===== config.mk =====
export PLATFORM = sky130hd
export DESIGN_NAME = uart_rx
export DESIGN_NICKNAME = d
export VERILOG_FILES = /design/src/rtl/uart_pkg.sv /design/src/rtl/uart_baud_tick.sv /design/src/rtl/uart_rx.sv
export SDC_FILE = /design/constraint.sdc
export NUM_CORES = 1
export LEC_CHECK = 0
export ABC_AREA = 0
export BUFFER_PORTS_ARGS = -buffer_cell sky130_fd_sc_hd__buf_4
export CORE_MARGIN = 2
export CORE_UTILIZATION = 64
export DETAILED_ROUTE_END_ITERATION = 10
export GPL_ROUTABILITY_DRIVEN = 0
export GPL_TIMING_DRIVEN = 0
export PLACE_DENSITY = 0.89
export SETUP_SLACK_MARGIN = 0.15
export SLEW_MARGIN = 20
export SYNTH_ARGS = -nofsm -noshare
export SYNTH_HDL_FRONTEND = slang
export SYNTH_SLANG_ARGS = --single-unit

===== constraint.sdc =====
create_clock -name clock -period 3.4 [get_ports clock]
set_input_delay 0.17 -clock clock [delete_from_list [all_inputs] [get_ports clock]]
set_output_delay 0.17 -clock clock [all_outputs]
set_load 0.05 [all_outputs]

===== src/rtl/uart_pkg.sv =====
// Shared UART definitions: runtime format encodings, the receiver state type
// and the oversample divisor helper. Imported by uart_rx, uart_baud_tick and uart_tx.
package uart_pkg;

  typedef enum logic [1:0] {
    BAUD_2400  = 2'b00,
    BAUD_4800  = 2'b01,
    BAUD_9600  = 2'b10,
    BAUD_19200 = 2'b11
  } baud_e;

  // 2'b11 is a second encoding of "no parity" so both uart_tx and uart_rx agree.
  typedef enum logic [1:0] {
    PAR_NONE     = 2'b00,
    PAR_ODD      = 2'b01,
    PAR_EVEN     = 2'b10,
    PAR_NONE_ALT = 2'b11
  } parity_e;

  typedef enum logic [2:0] {
    ST_IDLE,
    ST_START,
    ST_DATA,
    ST_PARITY,
    ST_STOP,
    ST_DONE
  } rx_state_e;

  // Width of the clock-to-oversample-tick divisor; covers 50 MHz at 2400 baud.
  localparam int unsigned DIV_W = 16;

  function automatic int unsigned baudHz(input baud_e baudSel);
    int unsigned hz;
    case (baudSel)
      BAUD_2400:  hz = 2400;
      BAUD_4800:  hz = 4800;
      BAUD_9600:  hz = 9600;
      BAUD_19200: hz = 19200;
      default:    hz = 9600;
    endcase
    return hz;
  endfunction

  // Rounded clock count per oversample tick: round(clkFreq / (baud * oversample)).
  function automatic logic [DIV_W-1:0] divisor(input int unsigned clkFreq,
                                               input baud_e       baudSel,
                                               input int unsigned oversample);
    int unsigned denom;
    denom = baudHz(baudSel) * oversample;
    return DIV_W'((clkFreq + denom / 2) / denom);
  endfunction

endpackage


===== src/rtl/uart_baud_tick.sv =====
// Oversample tick generator: counts system clocks up to the selected divisor
// and emits a one-clock tick. A restart pulse zeroes the count so ticks stay
// phase-aligned with the detected start edge.
module uart_baud_tick
  import uart_pkg::*;
(
  input  logic             clock,
  input  logic             rst,
  input  logic             i_restart,
  input  logic [DIV_W-1:0] i_divisor,
  output logic             o_tick
);

  logic [DIV_W-1:0] r_count;
  logic             r_tick;

  // Free-running divisor counter, restarted on reset or on a start edge.
  always_ff @(posedge clock) begin
    if (rst || i_restart) begin
      r_count <= '0;
      r_tick  <= 1'b0;
    end else if (r_count == i_divisor - DIV_W'(1)) begin
      r_count <= '0;
      r_tick  <= 1'b1;
    end else begin
      r_count <= r_count + DIV_W'(1);
      r_tick  <= 1'b0;
    end
  end

  assign o_tick = r_tick;

endmodule


===== src/rtl/uart_rx.sv =====
// UART receiver with 16x oversampling, 7/8 data bits, optional odd/even parity
// and one or two stop bits. Format inputs are latched at each start edge.
// Build option: define UART_RX_MAJORITY_EN to resolve every bit with a 2-of-3
// vote over the samples around mid-bit; otherwise the centre sample is used.
module uart_rx
  import uart_pkg::*;
#(
  parameter int unsigned CLK_FREQ   = 50_000_000,
  parameter int unsigned OVERSAMPLE = 16
) (
  input  logic       clock,
  input  logic       rst,
  input  logic       rx_in,
  input  logic [1:0] baud_rate,
  input  logic [1:0] parity_type,
  input  logic       stop_bits,
  input  logic       data_length,
  output logic [7:0] data_out,
  output logic       rx_active,
  output logic       rx_done,
  output logic       parity_error,
  output logic       frame_error
);

  localparam int unsigned TICK_W = $clog2(OVERSAMPLE);

  // Tick-count values seen on the arriving tick: centre is tick OVERSAMPLE/2,
  // the bit is resolved on the following tick in both builds.
  localparam logic [TICK_W-1:0] TICK_LAST   = TICK_W'(OVERSAMPLE - 1);
  localparam logic [TICK_W-1:0] TICK_CENTER = TICK_W'(OVERSAMPLE / 2 - 1);
  localparam logic [TICK_W-1:0] TICK_LATE   = TICK_W'(OVERSAMPLE / 2);
`ifdef UART_RX_MAJORITY_EN
  localparam logic [TICK_W-1:0] TICK_EARLY  = TICK_W'(OVERSAMPLE / 2 - 2);
`endif

  localparam logic [DIV_W-1:0] DIV_2400  = divisor(CLK_FREQ, BAUD_2400, OVERSAMPLE);
  localparam logic [DIV_W-1:0] DIV_4800  = divisor(CLK_FREQ, BAUD_4800, OVERSAMPLE);
  localparam logic [DIV_W-1:0] DIV_9600  = divisor(CLK_FREQ, BAUD_9600, OVERSAMPLE);
  localparam logic [DIV_W-1:0] DIV_19200 = divisor(CLK_FREQ, BAUD_19200, OVERSAMPLE);

  rx_state_e         r_state;
  rx_state_e         w_stateNext;

  logic              r_sync1;
  logic              r_sync2;
  logic              r_syncPrev;
  logic              w_line;
  logic              w_startEdge;

  baud_e             r_baud;
  parity_e           r_parity;
  logic              r_stop2;
  logic              r_data8;

  logic [DIV_W-1:0]  w_divisor;
  logic              w_tick;
  logic              w_restart;
  logic [TICK_W-1:0] r_tickCnt;

  logic              r_sCenter;
`ifdef UART_RX_MAJORITY_EN
  logic              r_sEarly;
`endif
  logic              w_decide;
  logic              w_bit;

  logic [7:0]        r_shift;
  logic [2:0]        r_bitIdx;
  logic              r_parAcc;
  logic              r_parErr;
  logic              r_frameErr;

  logic              w_hasParity;
  logic              w_lastData;
  logic              w_lastStop;

  // Two-flop synchronizer plus one history flop for falling-edge detection; idle high.
  always_ff @(posedge clock) begin
    if (rst) begin
      r_sync1    <= 1'b1;
      r_sync2    <= 1'b1;
      r_syncPrev <= 1'b1;
    end else begin
      r_sync1    <= rx_in;
      r_sync2    <= r_sync1;
      r_syncPrev <= r_sync2;
    end
  end

  assign w_line      = r_sync2;
  // An edge is required, so a line held low after a break cannot start a frame.
  assign w_startEdge = r_syncPrev & ~r_sync2;

  // Oversample divisor for the format latched at the current start bit.
  always_comb begin
    w_divisor = DIV_9600;
    unique case (r_baud)
      BAUD_2400:  w_divisor = DIV_2400;
      BAUD_4800:  w_divisor = DIV_4800;
      BAUD_9600:  w_divisor = DIV_9600;
      BAUD_19200: w_divisor = DIV_19200;
    endcase
  end

  uart_baud_tick u_baudTick (
    .clock     (clock),
    .rst       (rst),
    .i_restart (w_restart),
    .i_divisor (w_divisor),
    .o_tick    (w_tick)
  );

  // Latch the frame format at the start edge and count ticks within each bit.
  always_ff @(posedge clock) begin
    if (rst) begin
      r_baud    <= BAUD_2400;
      r_parity  <= PAR_NONE;
      r_stop2   <= 1'b0;
      r_data8   <= 1'b0;
      r_tickCnt <= '0;
    end else if (w_restart) begin
      r_baud    <= baud_e'(baud_rate);
      r_parity  <= parity_e'(parity_type);
      r_stop2   <= stop_bits;
      r_data8   <= data_length;
      r_tickCnt <= '0;
    end else if (w_tick) begin
      r_tickCnt <= (r_tickCnt == TICK_LAST) ? '0 : r_tickCnt + TICK_W'(1);
    end
  end

  // Capture the line at the mid-bit sample point(s).
  always_ff @(posedge clock) begin
    if (rst) begin
      r_sCenter <= 1'b1;
`ifdef UART_RX_MAJORITY_EN
      r_sEarly  <= 1'b1;
`endif
    end else if (w_tick) begin
      if (r_tickCnt == TICK_CENTER) r_sCenter <= w_line;
`ifdef UART_RX_MAJORITY_EN
      if (r_tickCnt == TICK_EARLY) r_sEarly <= w_line;
`endif
    end
  end

  assign w_decide = w_tick && (r_tickCnt == TICK_LATE);

`ifdef UART_RX_MAJORITY_EN
  assign w_bit = (r_sEarly & r_sCenter) | (r_sEarly & w_line) | (r_sCenter & w_line);
`else
  assign w_bit = r_sCenter;
`endif

  assign w_hasParity = (r_parity == PAR_ODD) || (r_parity == PAR_EVEN);
  assign w_lastData  = (r_bitIdx == (r_data8 ? 3'd7 : 3'd6));
  assign w_lastStop  = !r_stop2 || (r_bitIdx == 3'd1);

  // State register.
  always_ff @(posedge clock) begin
    if (rst) r_state <= ST_IDLE;
    else     r_state <= w_stateNext;
  end

  // Next-state logic and the Moore status outputs.
  always_comb begin
    w_stateNext = r_state;
    w_restart   = 1'b0;
    rx_active   = 1'b0;
    rx_done     = 1'b0;
    case (r_state)
      ST_IDLE: begin
        if (w_startEdge) begin
          w_stateNext = ST_START;
          w_restart   = 1'b1;
        end
      end
      ST_START: begin
        if (w_decide) w_stateNext = w_bit ? ST_IDLE : ST_DATA;
      end
      ST_DATA: begin
        rx_active = 1'b1;
        if (w_decide && w_lastData) w_stateNext = w_hasParity ? ST_PARITY : ST_STOP;
      end
      ST_PARITY: begin
        rx_active = 1'b1;
        if (w_decide) w_stateNext = ST_STOP;
      end
      ST_STOP: begin
        rx_active = 1'b1;
        if (w_decide && w_lastStop) w_stateNext = ST_DONE;
      end
      ST_DONE: begin
        rx_done     = 1'b1;
        w_stateNext = ST_IDLE;
      end
      default: w_stateNext = ST_IDLE;
    endcase
  end

  // Frame datapath: shift data, accumulate parity and stop status, and publish
  // the result on the edge entering DONE so it is valid alongside rx_done.
  always_ff @(posedge clock) begin
    if (rst) begin
      r_shift      <= '0;
      r_bitIdx     <= '0;
      r_parAcc     <= 1'b0;
      r_parErr     <= 1'b0;
      r_frameErr   <= 1'b0;
      data_out     <= '0;
      parity_error <= 1'b0;
      frame_error  <= 1'b0;
    end else if (w_decide) begin
      case (r_state)
        ST_START: begin
          r_shift    <= '0;
          r_bitIdx   <= '0;
          r_parAcc   <= 1'b0;
          r_parErr   <= 1'b0;
          r_frameErr <= 1'b0;
        end
        ST_DATA: begin
          r_shift  <= {w_bit, r_shift[7:1]};
          r_parAcc <= r_parAcc ^ w_bit;
          r_bitIdx <= w_lastData ? 3'd0 : r_bitIdx + 3'd1;
        end
        ST_PARITY: begin
          r_parErr <= r_parAcc ^ w_bit ^ (r_parity == PAR_ODD);
        end
        ST_STOP: begin
          if (w_lastStop) begin
            data_out     <= r_data8 ? r_shift : {1'b0, r_shift[7:1]};
            parity_error <= r_parErr;
            frame_error  <= r_frameErr | ~w_bit;
          end else begin
            r_frameErr <= r_frameErr | ~w_bit;
            r_bitIdx   <= r_bitIdx + 3'd1;
          end
        end
        default: ;
      endcase
    end
  end

endmodule


==> impl_metrics.tcl <==
set metrics [dict create \
    syn_area_sq_mm 0.002746 \
    synth-simple-area-share_pct 23.87 \
    final_layout_size_suffix_gt1_share_pct 15.61 \
    drc_errors 0 \
    path_class "flop to flop" \
    drtIter0Drc 153 \
    antenna_found_initial 0 \
    cts_setup_buffers 0 \
    yosysMostFrequentCell "dfxtp_1" \
    grt_overflow 0 \
    setup_viol 0 \
    grt_pass1_vias 2351 \
    totalPowerFinal_mw 1.465 \
    cts_buffers 9 \
    synth_warnings 0 \
    finalHoldViolations 0 \
    max_stage_delay_ns 0.36 \
    crit_fanout 9 \
    dpl.hpwl_mm 4.161 \
    synth-xor-area-share_pct 5.740 \
    crit_path_start_kind "flop" \
    muxShareOfSynthArea_pct 6.196 \
    worstMarginPinSlew_ns 0.5709 \
    dieArea_sq_mm 0.004831 \
    setup_tns_ns 0 \
    ctsResizeCount 0 \
    fin_worst_skew_ns 0.006052 \
    clock_path_buffers 2 \
    yosysUniqueCellTypes 55 \
    synthTopCellsByArea "dfxtp_1 (42%), nor2_1 (7.5%), mux2i_1 (6.2%)" \
    core_area_sq_mm 0.004058 \
    ys.flop_type "dfxtp_1" \
    fp.dieW_um 69.51 \
    ys_ff_latch 58 \
    end_kind "flop" \
    areaGrowthSynthToFinish_pct 15.67 \
    drt-pass1-iter-count 4 \
    synthArstFlopShare_pct 0 \
    synth_compound_area_share_pct 14.21 \
    crit_slowest_cell "dfxtp_1" \
    syn-num-nets 325 \
    postRouteAntennaNets 0 \
    postSynthCellCount 310 \
    synth_top_family_by_area "simple AND/OR/NAND/NOR gates" \
    min_path_type "primary input to flop" \
    arrival_ns 2.08 \
    path_cells "inv_1 -> ha_1 -> nand4b_2 -> or2_2 -> clkbuf_1 -> a211oi_1 -> a211oi_1" \
    cts-root-buf "clkbuf_8" \
    max_freq_mhz 532.3 \
    start_util_pct 67.68 \
    slew_violations 0 \
    placed_cells 380 \
    grt_max_degree 12 \
    rsz0062_at_grt "false" \
    hold_buffers 0 \
    yosysTopAreaCell "dfxtp_1" \
    yosysSeqAreaShare_pct 42.28 \
    fin_crit_sh_pct 55.26 \
    cts_tree "yes" \
    core.rowCount 23 \
    cap_violations 0 \
    fp.dieH_um 69.51 \
    num_vias 2300 \
    post_layout_nonfiller_instances 396 \
    io_buffers 20 \
    synthAdderAreaFrac_pct 2.733 \
    fin_nets 356 \
    syn_avg_cell_area_sq_um 8.859 \
    grt_pass1_wl_mm 10.25 \
    status "finished clean" \
    insertedDiodeCount 0 \
    cts-htree-levels 3 \
    required_ns 3.60 \
    routed_via_density 5.808 \
    leakage_nw 1.175 \
    power_density_mw_per_mm2 461.1 \
    synth-edff-count 0 \
    globalRouteTotalUtil_pct 26.22 \
    wl_mm 5.957 \
    synth_common_cells "dfxtp_1 (58), nor2_1 (55), mux2i_1 (17)" \
    ir_worst_vdd_uv 448.2 \
    clock-sinks 58 \
    yosysTopAreaCellShare_pct 42.28 \
    max-slew-margin-rel_pct 61.44 \
    layout_min_cycle_time_ns 1.879 \
    cpMostUsedCell "a211oi_1" \
    insertion_delay_ns 0.33 \
    routedWlPerCell_um 15.04 \
    path_clk_slew_ns 0.07 \
    boundaryPins 21 \
]
-- cell usage in the layout, fill, tap and decap left out, types with 7 or more instances in the layout --
| cell type | count |
|---|---|
| clkbuf_1 | 8 |
| nand3_1 | 10 |
| nor2_1 | 55 |
| mux2i_1 | 17 |
| inv_1 | 12 |
| clkbuf_8 | 9 |
| xnor2_1 | 12 |
| o21ai_0 | 7 |
| a22oi_1 | 7 |
| nand2_1 | 14 |
| a21oi_1 | 12 |
| buf_4 | 24 |
| dfxtp_1 | 58 |
| a211oi_1 | 9 |
-- report_power, final --
part | leakage [nW] | internal, mW | total, mW | switching (mW)
logic | 0.601 | 0.0323 | 0.0772 | 0.0449
registers | 0.469 | 0.688 | 0.696 | 0.00811
clock network | 0.105 | 0.411 | 0.691 | 0.281
total | 1.17 | 1.13 | 1.46 | 0.334
-- metrics by stage --
stage | setup slack [ns] | instance area [sq um] | hold WS, ns | utilization, %
floorplan | 1.761 | 2746 | 0.2738 | -
global placement | 1.579 | 2959 | 0.3600 | 72.93
detailed placement | 1.564 | 2959 | 0.3641 | 72.93
CTS | 1.534 | 3177 | 0.01458 | 78.29
global route | 1.355 | 3177 | 0.02539 | 78.29
finish | 1.521 | 3177 | 0.02782 | 78.29
-- worst paths after layout --
kind | slack, ns | to | depth (start not counted) | from
setup / recovery | 1.52 | r_parAcc | 7 | r_tickCnt[0]
hold / removal | 0.03 | r_sync1 | 2 | rx_in
setup reg to reg | 1.52 | r_parAcc | 7 | r_tickCnt[0]
hold reg to reg | 0.41 | r_sync2 | 1 | r_sync1
-- cell type report --
| class | instances | area, sq um |
|---|---|---|
| well taps | 50 | 62.56 |
| repair buffers | 20 | 150.1 |
| inverters | 12 | 45.04 |
| flip-flops and latches | 58 | 1161 |
| multi-input cells | 223 | 1449 |
| clock inverters | 7 | 93.84 |
| clock buffers | 9 | 123.9 |
| fillers | 282 | 880.8 |
| plain buffers | 17 | 91.34 |
-- state kept, by name, indices dropped and copies added, names as in the netlist, 2 cells and up --
name and flops:
data_out 8, r_baud 2, r_bitIdx 3, r_parity 2, r_shift 8, r_state 3, r_tickCnt 4, u_baudTick.r_count 16
-- layer usage --
metal | vias up | track usage (%) | share of wire (%)
met3 | 10 | 7.849 | 5.0
met2 | 59 | 45.19 | 51
met5 | - | 0 | 0
met1 | 1074 | 29.80 | 43
li1 | 1157 | - | -
met4 | 0 | 11.76 | 0.97
-- worst max-delay path, delay by kind of cell (launching register included) --
kind / cells / cell delay (ns)
and+or+nand+nor: 2 / 0.60
DFF: 1 / 0.36
AOI/OAI and AO/OA: 2 / 0.33
buffers and inverters: 2 / 0.29
adders and majority gates: 1 / 0.17
-- logic make-up after synthesis --
| kind of cell | Yosys count |
|---|---|
| AOI/OAI and AO/OA | 55 |
| xor gates and xnor gates | 18 |
| adders and majority gates | 6 |
| buffers and inverters | 29 |
| DFF | 58 |
| muxes | 17 |
| and+or+nand+nor | 127 |
(Power assumes the default switching activity.)
